==> config.mk <==
export PLATFORM = sky130hd
export DESIGN_NAME = bit_index_packer
export DESIGN_NICKNAME = d
export VERILOG_FILES = /design/src/rtl/bit_index_packer.sv
export SDC_FILE = /design/constraint.sdc
export NUM_CORES = 1
export LEC_CHECK = 0
export ABC_AREA = 0
export CAP_MARGIN = 5
export CORE_ASPECT_RATIO = 0.9
export CORE_MARGIN = 4
export CORE_UTILIZATION = 35
export DETAILED_ROUTE_END_ITERATION = 7
export GPL_TIMING_DRIVEN = 0
export PLACE_DENSITY_LB_ADDON = 0.2
export SYNTH_ARGS = -nofsm -noshare
export SYNTH_HDL_FRONTEND = slang
export SYNTH_SLANG_ARGS = --single-unit
export TNS_END_PERCENT = 20
==> constraint.sdc <==
create_clock -name clk -period 9.05 [get_ports clk]
set_clock_uncertainty 0.2 [all_clocks]
set_input_delay 1.81 -clock clk [delete_from_list [all_inputs] [get_ports clk]]
set_output_delay 1.81 -clock clk [all_outputs]
set_load 0.01 [all_outputs]
==> src/rtl/bit_index_packer.sv <==
// bit_index_packer
// Collects a stream of bit-position beats into one DATA_WIDTH word.
// Each word is emitted together with its population count, its
// trailing-zero count and a sticky error flag. The error flag covers
// duplicate positions and out-of-range positions.
// Position value DATA_WIDTH is a null beat: it is accepted and has no effect.
module bit_index_packer #(
   parameter  int DATA_WIDTH = 8,
   localparam int IDX_W      = $clog2(DATA_WIDTH + 1)
) (
   input  logic                  clk,
   input  logic                  rst,
   input  logic                  idx_valid,
   output logic                  idx_ready,
   input  logic [IDX_W-1:0]      idx_data,
   input  logic                  idx_last,
   output logic                  word_valid,
   input  logic                  word_ready,
   output logic [DATA_WIDTH-1:0] word_data,
   output logic [IDX_W-1:0]      word_count,
   output logic [IDX_W-1:0]      word_lowest,
   output logic                  word_error
);

   // Index value that marks a null beat. It is also the lowest-bit result
   // reported for an empty word.
   localparam logic [IDX_W-1:0] NULL_IDX = IDX_W'(DATA_WIDTH);

   typedef enum logic {
      ST_COLLECT = 1'b0,
      ST_OUTPUT  = 1'b1
   } state_t;

   state_t                  state_reg;
   logic                    idx_ready_reg;
   logic                    word_valid_reg;

   // Accumulator and sticky flags for the word currently being collected.
   logic [DATA_WIDTH-1:0]   acc_reg;
   logic [DATA_WIDTH-1:0]   acc_next;
   logic                    dup_reg;
   logic                    dup_next;
   logic                    rng_reg;
   logic                    rng_next;

   // Registered word presented to the consumer.
   logic [DATA_WIDTH-1:0]   word_data_reg;
   logic [IDX_W-1:0]        word_count_reg;
   logic [IDX_W-1:0]        word_lowest_reg;
   logic                    word_error_reg;

   // Per-beat decode.
   logic [DATA_WIDTH-1:0]   hit;
   logic                    beat_accept;
   logic                    beat_in_range;
   logic                    beat_over_range;
   logic                    beat_dup;

   // Statistics chains over the post-beat accumulator.
   // Unpacked arrays keep each stage a separate net.
   logic                    prefix_or [DATA_WIDTH];
   logic [IDX_W-1:0]        cnt_chain [DATA_WIDTH+1];
   logic [IDX_W-1:0]        tz_chain  [DATA_WIDTH+1];

   // One-hot decode of the incoming position. Null and over-range values
   // produce no hit because no bit position matches them.
   generate
      for (genvar gi = 0; gi < DATA_WIDTH; gi++) begin : g_hit
         assign hit[gi] = (idx_data == IDX_W'(gi));
      end
   endgenerate

   // Classify the offered beat and compute the accumulator after it.
   always_comb begin
      beat_accept     = idx_valid && idx_ready_reg;
      beat_in_range   = (idx_data < NULL_IDX);
      beat_over_range = (idx_data > NULL_IDX);
      beat_dup        = beat_in_range && (|(acc_reg & hit));
      acc_next        = acc_reg;
      dup_next        = dup_reg;
      rng_next        = rng_reg;
      if (beat_accept) begin
         acc_next = acc_reg | hit;
         dup_next = dup_reg | beat_dup;
         rng_next = rng_reg | beat_over_range;
      end
   end

   // Population count and trailing-zero count of acc_next.
   // A position counts toward the trailing zeros while every bit at or
   // below it is clear. An all-zero word therefore yields DATA_WIDTH.
   assign cnt_chain[0] = '0;
   assign tz_chain[0]  = '0;
   generate
      for (genvar gi = 0; gi < DATA_WIDTH; gi++) begin : g_stats
         if (gi == 0) begin : g_first
            assign prefix_or[gi] = acc_next[gi];
         end else begin : g_rest
            assign prefix_or[gi] = prefix_or[gi-1] | acc_next[gi];
         end
         assign cnt_chain[gi+1] = cnt_chain[gi] + IDX_W'(acc_next[gi]);
         assign tz_chain[gi+1]  = tz_chain[gi]  + IDX_W'(~prefix_or[gi]);
      end
   endgenerate

   // COLLECT/OUTPUT controller. It also owns the accumulator, the flags and
   // the registered word outputs.
   always_ff @(posedge clk) begin
      if (rst) begin
         state_reg       <= ST_COLLECT;
         idx_ready_reg   <= 1'b1;
         word_valid_reg  <= 1'b0;
         acc_reg         <= '0;
         dup_reg         <= 1'b0;
         rng_reg         <= 1'b0;
         word_data_reg   <= '0;
         word_count_reg  <= '0;
         word_lowest_reg <= NULL_IDX;
         word_error_reg  <= 1'b0;
      end else begin
         case (state_reg)
            ST_COLLECT: begin
               acc_reg <= acc_next;
               dup_reg <= dup_next;
               rng_reg <= rng_next;
               if (beat_accept && idx_last) begin
                  word_data_reg   <= acc_next;
                  word_count_reg  <= cnt_chain[DATA_WIDTH];
                  word_lowest_reg <= tz_chain[DATA_WIDTH];
                  word_error_reg  <= dup_next | rng_next;
                  state_reg       <= ST_OUTPUT;
                  idx_ready_reg   <= 1'b0;
                  word_valid_reg  <= 1'b1;
               end
            end
            ST_OUTPUT: begin
               // The word is held until the consumer takes it. Beats offered
               // meanwhile are not accepted because idx_ready is low.
               if (word_ready) begin
                  state_reg      <= ST_COLLECT;
                  idx_ready_reg  <= 1'b1;
                  word_valid_reg <= 1'b0;
                  acc_reg        <= '0;
                  dup_reg        <= 1'b0;
                  rng_reg        <= 1'b0;
               end
            end
            default: begin
               state_reg      <= ST_COLLECT;
               idx_ready_reg  <= 1'b1;
               word_valid_reg <= 1'b0;
            end
         endcase
      end
   end

   assign idx_ready   = idx_ready_reg;
   assign word_valid  = word_valid_reg;
   assign word_data   = word_data_reg;
   assign word_count  = word_count_reg;
   assign word_lowest = word_lowest_reg;
   assign word_error  = word_error_reg;

endmodule

# Word level (Yosys, flattened, before mapping)
# Cells that the tools add are included.
# word_totals
register_bits,30
in_bits,9
elab_cells,79
# op_classes
add_sub_neg,14
n_lt_le_gt_ge,2
n_eq_ne,9
muxes,16
n_bitwise,21
reduce_logical,7
# ops
operator,count
1-bit inverter with 4-bit output,8
4-bit adder,7
4-bit by 1-bit adder with 4-bit output,4
"4-bit by 3-bit == test with 1-bit output, second input constant",4
8-bit 2-to-1 mux,2
8-bit one-hot mux with 2 select lines,1
1-bit bitwise OR,10
1-bit one-hot mux with 2 select lines,5
8-bit bitwise AND,1
"4-bit by 2-bit == test with 1-bit output, second input constant",2
1-bit 2-to-1 mux,8
8-bit bitwise OR,1
8-bit OR reduction,1
3-bit by 1-bit adder with 4-bit output,1
"4-bit by 1-bit == test with 1-bit output, second input constant",1
"4-bit > comparator, second input constant",1
4-bit zero test,1
"4-bit < comparator, second input constant",1
"2-bit inequality test, second input constant",2
2-bit AND reduction,2
2-bit by 1-bit adder with 3-bit output,1
1-bit logical AND,3
1-bit by 1-bit adder with 2-bit output,1
1-bit inverter,1

# Logic depth before layout (Yosys ltp)
# Gate-level depths: netlist of the first run.
# logic_depth
depth_word,12
ltp_mapped,16
mapped_depth_nobuf,15

# Least setup slack after synthesis of the first run
# Ideal clock, no wire load.
# synth_path
kind,input to register
startpoint,input idx_data[0]
endpoint,"register word_lowest_reg[2], in the netlist word_lowest[2]"
arrival_ps,5174
required_ps,8780
path_slack_ps,3606
stages,15
cell_sequence,buf_2 nor2_1 a21oi_1 ha_1 inv_1 a2111oi_4 ha_1 fa_1 fa_1 ha_1 inv_1 fa_1 xnor2_1 nand2_1 a21oi_1
# synth_via
elab_chain_len,12
elab_cells_between_ends,32
cone_classes,add/sub (7); eq/ne (7); mux (1); bitwise (16); reduce/logical (1)
# synth_lines
item,line_no,source
from (decl),15,"input logic [IDX_W-1:0] idx_data,"
4-bit by 1-bit == test with 1-bit output or 4-bit zero test (tied branches),69,assign hit[gi] = (idx_data == IDX_W'(gi));
8-bit bitwise OR *,83,acc_next = acc_reg | hit;
8-bit 2-to-1 mux *,82,if (beat_accept) begin
1-bit bitwise OR,99,assign prefix_or[gi] = prefix_or[gi-1] | acc_next[gi];
1-bit inverter with 4-bit output or 1-bit bitwise OR (tied branches),"102, 99",
"4-bit adder, or another cell as far along (5 in series)",102,assign tz_chain[gi+1] = tz_chain[gi] + IDX_W'(~prefix_or[gi]);
4-bit adder or 1-bit inverter with 4-bit output (tied branches),102,
4-bit adder *,102,
to (signal assigned),129,word_lowest_reg <= tz_chain[DATA_WIDTH];
to (decl),49,logic [IDX_W-1:0] word_lowest_reg;
# Mark *: on every way between the ends. The rest lies on a longest branch, timed or not.
# A chain may end at the register's enable or synchronous reset.

# Worst setup path after layout of the first run
# layout_path
startpoint,input idx_data[3]
endpoint,"register word_lowest_reg[2], in the netlist word_lowest[2]"
# Same word-level chain as after synthesis.

==> flow_summary.toml, run 1 <==
[status]
status = "finished, final reports clean"

[sta]
hold_ws_ns = 0.254
grt_setup_unrepaired = "no"
slew_headroom_pct = 51.6
worstMarginPinSlew_ns = 0.725
finalCritPeriodShare_pct = 65.6
hold_viol = 0
finalSetupTns_ns = 0
clock.fmax_mhz = 168
setup_viol = 0
maxSlewViolCount = 0
fin_crit_ns = 5.94

[worst_setup_path]
critPathCaptureType = "flip-flop"
worstPathArrival_ns = 5.95
crit_type = "in2reg"
critPathMaxFanout = 7
required_ns = 9.06
critPathLaunchType = "input pin"

[logic_synthesis]
synth-edff-count = 0
yosysTopAreaCellShare_pct = 38.1
synth_area_leader_cell = "dfxtp_1"
syn_nets = 197
synth_simple_gate_area_share_pct = 16.6
ys_seq_area_share_pct = 38.1
synth_ff_type = "dfxtp_1"
avgSynthCellArea_um2 = 9.23
synth_xor_area_share_pct = 1.11
synth_top_family_by_area = "compound AO/OA/AOI/OAI gates"
synth_compound_area_share_pct = 18.3
synthAdderAreaFrac_pct = 16.8
ys.warnings.count = 0
synth_area_um2 = 1580
synth_cell_types = 36
synth_area_leaders = "dfxtp_1, fa_1, ha_1"
synthMostInstantiatedCell = "dfxtp_1"
synthArstFlopShare_pct = 0
netlist_instances = 171
muxShareOfSynthArea_pct = 2.85
synth_seq_cells = 30
synth_top_cells_by_count = "dfxtp_1, nor2_1, inv_1"

[job]
drv_cap = 0

[cts]
post_cts_buffers = 0
clk_path_buf_depth = 2
cts_root_buffer = "clkbuf_8"
cts_hold_buf = 0
cts_tree = "yes"
cts.htree.levels = 2
cts_resized = 0
cts.sinks = 30
clk_latency_ns = 0.28
clk_pin_slew_worst_paths_ns = 0.06
numCtsBuffers = 5

[route]
wire_per_inst_um = 13.4
initialDrtViolationCount = 70
routed-via-count = 1273
ant_nets = 0
drc = 0
wl_mm = 3.54
dr.pass1.iters = 4
viasPerCell = 4.82

[global_route]
grt_pass1_wl_mm = 6.15
grt_pass1_vias = 1293
antenna_found_initial = 0
overflow = 0
grt_start_max_net_pins = 11
track_usage_pct = 14.1

[pwr]
p_leak_nw = 0.835
p_total_uw = 347
p_per_area_nw_per_um2 = 174
ir_drop_mv = 0.0526

[die]
ios = 28
die_w_um = 78.8
core_area_um2 = 4210
die_h_um = 71.7
initial_core_util_pct = 37.5
num_rows = 22
die-area_um2 = 5650

[hold_path]
hold_class = "reg2reg"

[cells_and_area]
syn_to_final_growth_pct = 26.4
fin_util_pct = 47.4
nets = 229
drive_above_1_share_pct = 11.3
stdcell_count = 264
antenna-diode-count = 0

[placement]
io_buffers = 25
place_inst = 256
gp_congestion = 0.777
dp_hpwl_mm = 2.70
==> cell families (layout without fill, tap and decap cells) <==
logic type               Yosys count  in the layout
AO/OA/AOI/OAI                     41             41
AND/OR/NAND/NOR                   56             56
adder cells (fa/ha/maj)           17             17
multiplexers                       2              2
flip-flops                        30             30
XOR/XNOR                           2              2
buffers and inverters             23             56
==> critical path, stage by stage <==
cell and delay (ns):
clkdlybuf4s50_1 0.49, and4bb_4 0.28, a21oi_1 0.42, ha_1 0.23, inv_1 0.07, a2111oi_4 0.38
ha_1 0.32, fa_1 0.50, fa_1 0.51, ha_1 0.15, inv_1 0.05, fa_1 0.37
xnor2_1 0.14, nand2_1 0.06, a21oi_1 0.15
==> layout make-up <==
class                   count  area, um2
fillers                   408       2220
multi-input cells         118        878
flip-flops and latches     30        601
repair buffers             25        250
clock buffers               7       86.3
well taps                  60       75.1
inverters                  15       56.3
plain buffers               8       42.5
clock inverters             1       5.00
==> metal layers <==
metal	up-vias	wire length (um)	track usage, %
li1	647	-	-
met1	589	1650	17.7
met2	30	1600	21.4
met3	7	217	5.90
met4	0	70	5.24
met5	-	0	0
==> per-stage QoR <==
step | worst slack, ns | area (um2)
floorplan | 3.61 | 1580
global placement | 2.86 | 1900
detailed placement | 2.81 | 1900
CTS | 3.11 | 1990
global route | 2.87 | 1990
finish | 3.11 | 1990
==> final timing paths <==
path	start	end	slack [ns]	depth (start not counted)
setup / recovery	idx_data[3]	word_lowest[2]$_SDFFE_PP0P_	3.11	15
hold / removal	word_count[2]$_SDFFE_PP0P_	word_count[2]$_SDFFE_PP0P_	0.25	2
setup reg to reg	idx_ready$_SDFFE_PP1P_	word_lowest[2]$_SDFFE_PP0P_	4.79	14
hold reg to reg	word_count[2]$_SDFFE_PP0P_	word_count[2]$_SDFFE_PP0P_	0.25	2
==> cell usage in the layout (no fill, tap or decap), types with 4 or more instances in the layout <==
cell / n
dfxtp_1: 30
nor2_1: 28
clkdlybuf4s50_1: 25
inv_1: 15
a21oi_1: 13
nand2_1: 13
ha_1: 10
a211oi_1: 8
o21ai_0: 7
fa_1: 7
clkbuf_8: 6
buf_2: 4
clkbuf_1: 4
==> where the power goes <==
group          switching [mW]  internal (mW)
Clock                  0.0505         0.0612
Sequential            0.00485          0.140
Combinational          0.0462         0.0440
Total                   0.102          0.245
No activity file was read; power rests on OpenSTA's default activity.
==> inputs of run 2 (changes only) <==
clock period = 5 ns   (was 9.05 ns; I/O delays follow)
==> run 2 against run 1 <==
Net effect:
- die area stayed put
- register-to-register slack worse by 3.7 ns
- non-clock buffer count is 4 higher
- final cell count grew 1.5%
- global-route usage rose by 0.079 points
- flip-flop and latch count did not move
- count of clock-buffer cells in the layout stayed put
- sequential power is 81% higher
- setup slack lost 2.8 ns
- critical path type unchanged
- highest routed layer unchanged
==> flow_summary.toml, run 2 (synthesized netlist as in run 1, its figures left out) <==
[status]
status = "finished, final reports clean"

[cells_and_area]
fin_area_um2 = 2050
multi_input_area_um2 = 901
syn_to_final_growth_pct = 29.7
antenna-diode-count = 0
fill_cells = 405
fin_util_pct = 48.6
nets = 233
stdcell_count = 268
final_cell_mix = "dfxtp_1, nor2_1, clkdlybuf4s50_1"
layout.area.seq_um2 = 601
final_common_cell = "dfxtp_1"
drive_above_1_share_pct = 13.9

[cts]
cts_root_buffer = "clkbuf_8"
clk_pin_slew_worst_paths_ns = 0.06
clk_latency_ns = 0.28
clk_path_buf_depth = 2
cts_tree = "yes"
numCtsBuffers = 5
cts_hold_buf = 0
cts.sinks = 30
cts.htree.levels = 2

[worst_setup_path]
critPathMaxFanout = 7
crit_slowest_cell = "fa_1"
critPathCaptureType = "flip-flop"
max_stage_delay_ns = 0.51
crit_type = "in2reg"
critPathLaunchType = "input pin"
crit_path_cell_trace = "clkdlybuf4s50_1 -> and4bb_4 -> a21oi_4 -> ha_1 -> inv_1 -> a2111oi_4 -> ha_1 -> fa_1 -> fa_1 -> ha_1 -> inv_1 -> fa_1 -> xnor2_1 -> nand2_1 -> a21oi_1"
required_ns = 5.00
worstPathArrival_ns = 4.73

[route]
dr.pass1.iters = 4
wl_mm = 3.61
wire_per_inst_um = 13.5
drc = 0
viasPerCell = 4.85
ant_nets = 0
routed-via-count = 1301
initialDrtViolationCount = 60

[placement]
place_inst = 256
gp_congestion = 0.777
post_dp_cell_area_um2 = 1900
post-place-ws_ns = -0.431
io_buffers = 25
dp_hpwl_mm = 2.70

[die]
ios = 28
die-area_um2 = 5650
core_area_um2 = 4210
num_rows = 22
initial_core_util_pct = 37.5
die_h_um = 71.7
die_w_um = 78.8

[job]
drv_cap = 0

[pwr]
p_per_area_nw_per_um2 = 308
p_total_uw = 631
ir_drop_mv = 0.0953
p_leak_nw = 0.857

[sta]
slew_headroom_pct = 52.2
maxSlewViolCount = 0
clock.fmax_mhz = 211
hold_ws_ns = 0.254
grt_setup_unrepaired = "no"
finalSetupTns_ns = 0
hold_viol = 0
fin_crit_ns = 4.73
finalCritPeriodShare_pct = 94.6
setup_viol = 0
fin_ws_ns = 0.269
worstMarginPinSlew_ns = 0.717

[hold_path]
hold_class = "reg2reg"

[global_route]
track_usage_pct = 14.1
grt_pass1_vias = 1289
antenna_found_initial = 0
grt_pass1_wl_mm = 6.15
grt_start_max_net_pins = 11
overflow = 0
-- run 2: final timing paths --
kind	to	start	cells past startpoint	slack, ns
worst max-delay path	word_lowest[2]$_SDFFE_PP0P_	idx_data[2]	15	0.27
worst min-delay path	word_count[0]$_SDFFE_PP0P_	word_count[0]$_SDFFE_PP0P_	2	0.25
worst max register to register	word_lowest[2]$_SDFFE_PP0P_	idx_ready$_SDFFE_PP1P_	14	1.14
worst min register to register	word_count[0]$_SDFFE_PP0P_	word_count[0]$_SDFFE_PP0P_	2	0.25
-- run 2: cell type report --
type | count | share of cell area, %
multi-input combinational | 118 | 44.0
sequential | 30 | 29.3
timing repair buffer | 29 | 13.7
clock buffer | 7 | 4.22
tap | 60 | 3.67
inverter | 15 | 2.75
buffer | 8 | 2.08
clock inverter | 1 | 0.244
-- run 2: what timing repair did --
action | CTS | global route
buffers inserted | 0 | 4
pin swaps | 0 | 5
hold endpoints to repair | 0 | 0
setup endpoints to repair | 2 | 2
resized for setup | 2 | 2
-- run 2: critical path, delay by kind of cell --
kind	cells	cell delay [ns]
xor+xnor	1	0.14
compound gates	3	0.61
fa+ha+maj	6	2.01
simple gates	2	0.35
buf+inv	3	0.61
-- run 2: metal layers --
layer	vias to the layer above	global-route usage (%)	wire length, um
met2	33	21.6	1650
met4	0	5.24	73
met5	-	0	0
met1	604	17.7	1640
met3	7	6.03	248
li1	657	-	-
-- run 2: power by group --
group	leakage, nW	switching (mW)	internal [mW]
sequential	0.245	0.00892	0.254
clock	0.0482	0.0914	0.111
combinational	0.564	0.0849	0.0810
==> inputs of run 3 (changes only) <==
CAP_MARGIN = 10   (was 5)
HOLD_SLACK_MARGIN = 0.1   (was default)
clock period = 4.3 ns   (was 5 ns; I/O delays follow)
==> run 3 against run 2 <==
Net effect:
- worst hold slack worse by 0.0043 ns
- sequential power grew 16%
- sequential share of layout area is 0.37 points lower
- critical path type unchanged
- critical endpoint unchanged
==> flow_summary.toml, run 3 (synthesized netlist as in run 1, its figures left out) <==
[cells_and_area]
fin_area_um2 = 2070
antenna-diode-count = 0
nets = 235
syn_to_final_growth_pct = 31.4
final_cell_mix = "dfxtp_1, nor2_1, clkdlybuf4s50_1"
drive_above_1_share_pct = 19.0
final_common_cell = "dfxtp_1"

[placement]
gp_congestion = 0.852
dp_hpwl_mm = 2.90
io_buffers = 25
post_dp_cell_area_um2 = 1910

[die]
initial_core_util_pct = 37.5
num_rows = 22
die-area_um2 = 5650
core_area_um2 = 4210
die_h_um = 71.7
die_w_um = 78.8
ios = 28

[worst_setup_path]
critical-path-top-delay-family = "adder cells"
crit_path_cell_trace = "clkdlybuf4s15_1 -> and4bb_4 -> a21oi_4 -> ha_2 -> inv_2 -> a2111oi_4 -> ha_1 -> fa_1 -> fa_1 -> ha_2 -> inv_1 -> fa_2 -> xnor2_1 -> nand2_1 -> a21oi_2"
critPathLaunchType = "input pin"
crit_slowest_cell = "fa_1"
critPathMaxFanout = 4
worstPathArrival_ns = 4.20
critPathCaptureType = "flip-flop"
required_ns = 4.31
max_stage_delay_ns = 0.55
crit_type = "in2reg"
cp_num_buf_inv = 3

[cts]
clk_latency_ns = 0.28
clk_pin_slew_worst_paths_ns = 0.06
clk_path_buf_depth = 2
cts.htree.levels = 2
cts_root_buffer = "clkbuf_8"
cts.sinks = 30
cts_tree = "yes"
numCtsBuffers = 5

[pwr]
p_comb_share_pct = 29.2
power.internal_uw = 534
power_frac_seq_pct = 40.2
swShare_pct = 29.7
p_total_uw = 759
p_per_area_nw_per_um2 = 366
p_leak_nw = 0.868
ir_drop_mv = 0.179
switchingPower_uw = 225
power.share.clock_pct = 30.5

[job]
drv_cap = 0

[sta]
maxSlewViolCount = 0
slew_headroom_pct = 53.5
setup_viol = 0
fin_crit_ns = 4.19
clock.fmax_mhz = 239
hold_viol = 0
finalCritPeriodShare_pct = 97.5
worstMarginPinSlew_ns = 0.698

[global_route]
grt_start_max_net_pins = 11
overflow = 0
track_usage_pct = 14.8
antenna_found_initial = 0
grt_pass1_vias = 1348
grt_pass1_wl_mm = 6.46

[route]
wl_mm = 3.83
drc = 0
viasPerCell = 5.06
initialDrtViolationCount = 54
dr.pass1.iters = 4
ant_nets = 0
routed-via-count = 1367
wire_per_inst_um = 14.2

[hold_path]
hold_class = "reg2reg"

[status]
status = "finished, final reports clean"
==> run 3: cell count changes in the layout (fill, tap and decap cells not counted), sizes merged <==
cell	previous run	this run
buf	9	11
clkbuf	10	12
clkdlybuf4s15	0	1
clkdlybuf4s50	25	22
==> run 3: worst min-delay path, stage by stage, from the launching register on <==
cell     delay (ns)
dfxtp_1        0.31
nand2_1        0.05
a21oi_1        0.05
==> run 3: per-layer routing <==
layer	global-route usage, %	routed length [um]	vias to the layer above
met2	22.5	1790	27
met3	4.15	150	10
met5	0	0	-
met1	19.2	1810	670
li1	-	-	660
met4	7.38	87	0
==> run 3: area by class of cell <==
class	count	area, um2
Sequential cell	30	601
Clock buffer	7	86.3
Inverter	15	56.3
Tap cell	60	75.1
Clock inverter	1	5.00
Timing Repair Buffer	31	285
Multi-Input combinational cell	118	922
Fill cell	407	2140
Buffer	8	42.5
==> run 3: worst paths after layout <==
check,startpoint,to,slack (ns),cells past startpoint
hold reg to reg,word_count[2]$_SDFFE_PP0P_,word_count[2]$_SDFFE_PP0P_,0.25,2
setup reg to reg,idx_ready$_SDFFE_PP1P_,word_lowest[2]$_SDFFE_PP0P_,0.49,14
setup / recovery,idx_data[2],word_lowest[2]$_SDFFE_PP0P_,0.11,15
hold / removal,word_count[2]$_SDFFE_PP0P_,word_count[2]$_SDFFE_PP0P_,0.25,2
==> run 3: repair_timing <==
action                                  4_1_cts  5_1_grt
gates resized for setup                      12        5
hold buffers                                  0        0
pin swaps                                    11       11
buffers inserted                              4        2
endpoints found under the setup margin        5        4
cloned                                        0        0
==> run 3: power by group through the flow <==
stage / registers (mW) / clock network [mW] / logic, mW
finish: 0.305 / 0.232 / 0.222
global route: 0.307 / 0.251 / 0.247
CTS: 0.306 / 0.239 / 0.207
detailed placement: 0.312 / 0 / 0.195
global placement: 0.311 / 0 / 0.191
floorplan: 0.317 / 0 / 0.120
==> run 3: per-stage QoR <==
stage	util, %	hold WS [ns]	std cells	worst slack, ns	setup TNS, ns
finish	49.2	0.250	270	0.109	0
global route	49.2	0.284	270	-0.0134	-0.0134
CTS	48.9	0.252	268	0.0187	0
detailed placement	45.4	0.245	256	-0.773	-3.41
global placement	45.4	0.239	256	-0.728	-3.16
floorplan	-	0.226	171	0.0226	0
